### src/rtl/btn_pkg.sv
// Shared definitions for the button debounce controller.
// The package holds the register offsets, the counter width and the byte-lane mask helper.
package btn_pkg;

  localparam int CNT_W = 16;

  // Register offsets are word indices taken from addr[3:2].
  typedef enum logic [1:0] {
    REG_LEVEL = 2'd0,
    REG_PEND  = 2'd1,
    REG_IE    = 2'd2,
    REG_EDGE  = 2'd3
  } reg_sel_e;

  function automatic logic [31:0] lane_mask(input logic [3:0] sel);
    logic [31:0] m;
    for (int b = 0; b < 4; b++) begin
      m[8*b +: 8] = {8{sel[b]}};
    end
    return m;
  endfunction

endpackage

### src/rtl/btn_chan.sv
// A single button channel: a two-flop synchronizer, a stability counter and the debounced level.
// It also produces one-cycle rise and fall pulses on the cycle after the level changes.
module btn_chan
  import btn_pkg::*;
#(
  parameter logic [CNT_W-1:0] DEB_CYCLES = 16'd50000
) (
  input  logic clk,
  input  logic rst,
  input  logic btn,
  output logic level,
  output logic rise,
  output logic fall
);

  localparam logic [CNT_W-1:0] CNT_MAX = DEB_CYCLES - 16'd1;

  logic             sync_a;
  logic             sync_b;
  logic             level_q;
  logic [CNT_W-1:0] cnt;

  // The counter restarts whenever the input agrees with the level, so glitches never accumulate.
  always_ff @(posedge clk) begin
    if (!rst) begin
      sync_a  <= 1'b0;
      sync_b  <= 1'b0;
      level   <= 1'b0;
      level_q <= 1'b0;
      cnt     <= '0;
    end else begin
      sync_a  <= btn;
      sync_b  <= sync_a;
      level_q <= level;
      if (sync_b == level) begin
        cnt <= '0;
      end else if (cnt == CNT_MAX) begin
        level <= ~level;
        cnt   <= '0;
      end else begin
        cnt <= cnt + 16'd1;
      end
    end
  end

  assign rise = level & ~level_q;
  assign fall = ~level & level_q;

endmodule

### src/rtl/btn_debounce_ctrl.sv
// Debounced button controller with a small register file (LEVEL, PEND, IE, EDGE) and an interrupt.
// Each channel is handled by btn_chan; this module owns the bus decode, the registers and irq.
module btn_debounce_ctrl
  import btn_pkg::*;
#(
  parameter int               N_BTN      = 5,
  parameter logic [CNT_W-1:0] DEB_CYCLES = 16'd50000
) (
  input  logic             clk,
  input  logic             rst,
  input  logic [N_BTN-1:0] btn,
  input  logic             enabler,
  input  logic             write_enabler,
  input  logic [31:0]      addr,
  input  logic [3:0]       select,
  input  logic [31:0]      data_input,
  output logic [31:0]      data_output,
  output logic [31:0]      wdata,
  output logic             irq
);

  logic [N_BTN-1:0] level;
  logic [N_BTN-1:0] rise;
  logic [N_BTN-1:0] fall;
  logic [N_BTN-1:0] pend;
  logic [N_BTN-1:0] ie;
  logic [N_BTN-1:0] edge_cfg;
  logic [N_BTN-1:0] event_hit;
  logic [N_BTN-1:0] wr_mask;
  logic [N_BTN-1:0] w1c;
  logic [31:0]      lane_bits;
  logic [31:0]      rd_mux;
  logic             wr_en;
  logic             rd_en;
  reg_sel_e         sel_reg;
  logic             unused_bits;

  assign wr_en       = enabler & write_enabler;
  assign rd_en       = enabler & ~write_enabler;
  assign sel_reg     = reg_sel_e'(addr[3:2]);
  assign unused_bits = ^{addr[31:4], addr[1:0], data_input, lane_bits};

  for (genvar i = 0; i < N_BTN; i++) begin : g_chan
    btn_chan #(
      .DEB_CYCLES(DEB_CYCLES)
    ) u_chan (
      .clk  (clk),
      .rst  (rst),
      .btn  (btn[i]),
      .level(level[i]),
      .rise (rise[i]),
      .fall (fall[i])
    );
  end

  // EDGE selects per channel which transition counts as an event.
  always_comb begin
    lane_bits = lane_mask(select);
    wr_mask   = lane_bits[N_BTN-1:0];
    event_hit = (edge_cfg & fall) | (~edge_cfg & rise);
    w1c       = '0;
    if (wr_en && sel_reg == REG_PEND) begin
      w1c = data_input[N_BTN-1:0] & wr_mask;
    end
    rd_mux = '0;
    case (sel_reg)
      REG_LEVEL: rd_mux[N_BTN-1:0] = level;
      REG_PEND:  rd_mux[N_BTN-1:0] = pend;
      REG_IE:    rd_mux[N_BTN-1:0] = ie;
      REG_EDGE:  rd_mux[N_BTN-1:0] = edge_cfg;
      default:   rd_mux = '0;
    endcase
    wdata = '0;
    wdata[N_BTN-1:0] = level;
  end

  // New events are OR-ed in after the clear so a simultaneous set beats a W1C.
  always_ff @(posedge clk) begin
    if (!rst) begin
      pend        <= '0;
      ie          <= '0;
      edge_cfg    <= '0;
      data_output <= '0;
      irq         <= 1'b0;
    end else begin
      irq  <= |(pend & ie);
      pend <= (pend & ~w1c) | event_hit;
      if (rd_en) begin
        data_output <= rd_mux;
      end
      if (wr_en && sel_reg == REG_IE) begin
        ie <= (ie & ~wr_mask) | (data_input[N_BTN-1:0] & wr_mask);
      end
      if (wr_en && sel_reg == REG_EDGE) begin
        edge_cfg <= (edge_cfg & ~wr_mask) | (data_input[N_BTN-1:0] & wr_mask);
      end
    end
  end

endmodule

### config.mk
export PLATFORM = sky130hd
export DESIGN_NAME = btn_debounce_ctrl
export DESIGN_NICKNAME = d
export VERILOG_FILES = /design/src/rtl/btn_pkg.sv /design/src/rtl/btn_chan.sv /design/src/rtl/btn_debounce_ctrl.sv
export SDC_FILE = /design/constraint.sdc
export NUM_CORES = 1
export LEC_CHECK = 0
export BUFFER_PORTS_ARGS = -buffer_cell sky130_fd_sc_hd__buf_2
export CAP_MARGIN = 5
export CORE_UTILIZATION = 30
export DETAILED_ROUTE_END_ITERATION = 10
export PLACE_DENSITY_LB_ADDON = 0.08
export SLEW_MARGIN = 20
export SYNTH_ARGS = -nofsm -noshare
export SYNTH_HDL_FRONTEND = slang
export SYNTH_SLANG_ARGS = --single-unit
### constraint.sdc
create_clock -name clk -period 2.1 [get_ports clk]
set_input_delay 0.42 -clock clk [delete_from_list [all_inputs] [get_ports clk]]
set_output_delay 0.42 -clock clk [all_outputs]
set_load 0.03 [all_outputs]
==> results.sh <==
export IMPL_syn_to_final_growth_pct=12.9
export IMPL_synthesis_area_um2=5630
export IMPL_rsz0062_at_grt="no"
export IMPL_h_tree_depth=4
export IMPL_rr_startpoint="g_chan[3].u_chan.cnt[11]$_SDFF_PP0_"
export IMPL_cp_start_kind="flop"
export IMPL_routedWlPerCell_um=12.3
export IMPL_max_freq_mhz=540
export IMPL_highest_layer="met4"
export IMPL_grt_overflow_total=0
export IMPL_viasPerCell=4.51
export IMPL_drv_slew=0
export IMPL_period_minus_slack_ns=1.85
export IMPL_tns_ns=0
export IMPL_peakVddDrop_uv=508
export IMPL_drive_above_1_share=0.106
export IMPL_cap_violations=0
export IMPL_synth_ff_type="dfxtp_1"
export IMPL_rows=49
export IMPL_hold_start="btn[2]"
export IMPL_wl_met2_um=4790
export IMPL_tightest_slew_ns=0.616
export IMPL_clock_skew_ns=0.00704
export IMPL_hold_buffers=0
export IMPL_wl_um=11000
export IMPL_die_area_um2=19300
export IMPL_synth_edf_count=0
export IMPL_holdCritPathClass="primary input to flop"
export IMPL_finalNetCount=731
export IMPL_worstSetupPathType="flop to flop"
export IMPL_numCtsBuffers=17
export IMPL_drc=6
export IMPL_hold_ws_ns=0.222
export IMPL_vias=4014
export IMPL_cts_repair_resized=0
export IMPL_antenna_left=0
export IMPL_crit_path_start="g_chan[3].u_chan.cnt[11]$_SDFF_PP0_"
export IMPL_first_iter_violations=186
export IMPL_path_max_fanout=15
export IMPL_portBuffers=27
export IMPL_synthCells=620
export IMPL_synthArstFlopShare=0
export IMPL_dr_wl_met3_um=394
export IMPL_cp_arrival_ns=2.14
export IMPL_synth_seq_cells=121
export IMPL_insertion_delay_ns=0.40
export IMPL_path_clk_slew_ns=0.05
export IMPL_hold_viol_final=0
export IMPL_leakagePower_nw=2.28
export IMPL_grt_pass1_wl_um=18200
export IMPL_postLayoutCoreUtil=0.350
export IMPL_required_ns=2.39
export IMPL_die_x_um=139
export IMPL_diodes=0
export IMPL_p_per_area_nw_per_um2=849
export IMPL_violations="design-rule violations"
export IMPL_dpl_hpwl_um=7710
export IMPL_yosysWarnings=0
export IMPL_fp_dieH_um=139
export IMPL_timing_final_crit_share=0.881
export IMPL_grt_max_degree=22
export IMPL_grt_pass1_vias=3641
export IMPL_antenna_found_initial=0
export IMPL_syn_mean_instance_area_um2=9.07
export IMPL_floorplan_core_area_um2=18100
export IMPL_track_usage=0.119
export IMPL_cts_setup_buffers=0
export IMPL_first_pass_iters=9
export IMPL_root_buffer="clkbuf_16"
export IMPL_ys_types=44
export IMPL_start_util=0.310
export IMPL_gp_congestion=0.723
export IMPL_yosysSeqAreaShare=0.431
export IMPL_outcome="complete, but fails checks"
export IMPL_cp_end_kind="flop"
export IMPL_finalSetupViolations=0
export IMPL_relSlewSlack=0.588
export IMPL_wl_met1_um=5700
export IMPL_io_pins=142
export IMPL_cts_sinks=121
export IMPL_cts_tree="done"
export IMPL_clock_path_buffers=2
[metrics by stage]
stage,setup WS [ns],cell area (um2),instances,power [W]
2_1_floorplan,0.326,5820,673,0.00263
3_3_place_gp,0.241,5770,859,0.00259
3_5_place_dp,0.230,5770,859,0.00259
4_1_cts,0.223,6350,891,0.00549
5_1_grt,0.133,6350,891,0.00563
6_report,0.249,6350,891,0.00540
[critical path, stage by stage, from the launching register on]
cell and delay, ns:
dfxtp_1 0.34, or4_1 0.54, or4_4 0.57, nand3_4 0.21, nor2_1 0.08
[Yosys cell counts (2+ instances only)]
master      n  share of area
xnor2_1    42          0.065
or3_1       3         0.0033
mux2i_1    14          0.025
nor2b_1    14          0.016
nor2_1     84          0.056
inv_1      14         0.0093
nor3_1     12          0.011
and4b_1     2         0.0036
dfxtp_1   121           0.43
nor4_1     19          0.021
mux4_2      5          0.020
and4_1      4         0.0062
xor2_1     28          0.044
a21oi_1     5         0.0044
and3_1     14          0.016
o21a_1      5         0.0067
ha_1        5          0.011
or4_1       3         0.0040
and2_1     14          0.016
o21ai_0     8         0.0071
a21boi_0   11          0.015
nor4b_1     3         0.0047
and3b_1     2         0.0031
nand4_1    24          0.027
nand3_1    32          0.028
buf_4      59          0.079
nand2_1    40          0.027
clkbuf_1   14         0.0093
nor4bb_1    3         0.0053
o31ai_1     2         0.0027
[metal layers]
metal  global-route usage  vias up
li1                     -     2072
met1                0.160     1870
met2                0.175       64
met3               0.0407        8
met4               0.0427        0
met5                    0        -
[placed cells by master (no fill, tap or decap), types with 19 or more instances in the layout]
cell type	instances
nand3_1	32
xnor2_1	42
dfxtp_1	121
nand4_1	24
buf_2	27
xor2_1	28
nor4_1	19
conb_1	54
nand2_1	40
nor2_1	84
[worst paths after layout]
check	depth (start not counted)	slack [ns]	end
worst max-delay path	4	0.25	g_chan[3].u_chan.cnt[14]$_SDFF_PP0_
worst max register to register	4	0.25	g_chan[3].u_chan.cnt[14]$_SDFF_PP0_
worst min-delay path	2	0.22	g_chan[2].u_chan.sync_a$_SDFF_PN0_
worst min register to register	1	0.43	g_chan[1].u_chan.sync_b$_SDFF_PN0_
[cell type report]
cell class | count | area, um2
Inverter | 14 | 52.6
Tap cell | 229 | 287
Clock buffer | 24 | 492
Timing Repair Buffer | 32 | 173
Fill cell | 1856 | 11800
Clock inverter | 8 | 92.6
Multi-Input combinational cell | 463 | 2830
Sequential cell | 121 | 2420
[registers in the layout, indices dropped and copies added (netlist names), named ones only]
signal                 count
g_chan.u_chan.cnt         80
data_output                5
pend                       5
g_chan.u_chan.sync_a       5
g_chan.u_chan.level        5
g_chan.u_chan.sync_b       5
g_chan.u_chan.level_q      5
irq                        1
[power breakdown]
group,internal [W],switching [W]
clock network,0.00186,0.000992
registers,0.00231,0.00000901
logic,0.0000400,0.000181
total,0.00421,0.00118
[kinds of logic (layout without fill, tap and decap cells)]
family | count (synthesis) | count (layout) | share of synthesized area
buffers and inverters | 89 | 78 | 0.101
multiplexers | 19 | 19 | 0.0449
other | 1 | 54 | 0.000667
XOR/XNOR | 70 | 70 | 0.109
AO/OA/AOI/OAI | 35 | 35 | 0.0432
adder cells (fa/ha/maj) | 5 | 5 | 0.0111
AND/OR/NAND/NOR | 280 | 280 | 0.260
flip-flops | 121 | 121 | 0.431
(Power assumes the default switching activity.)
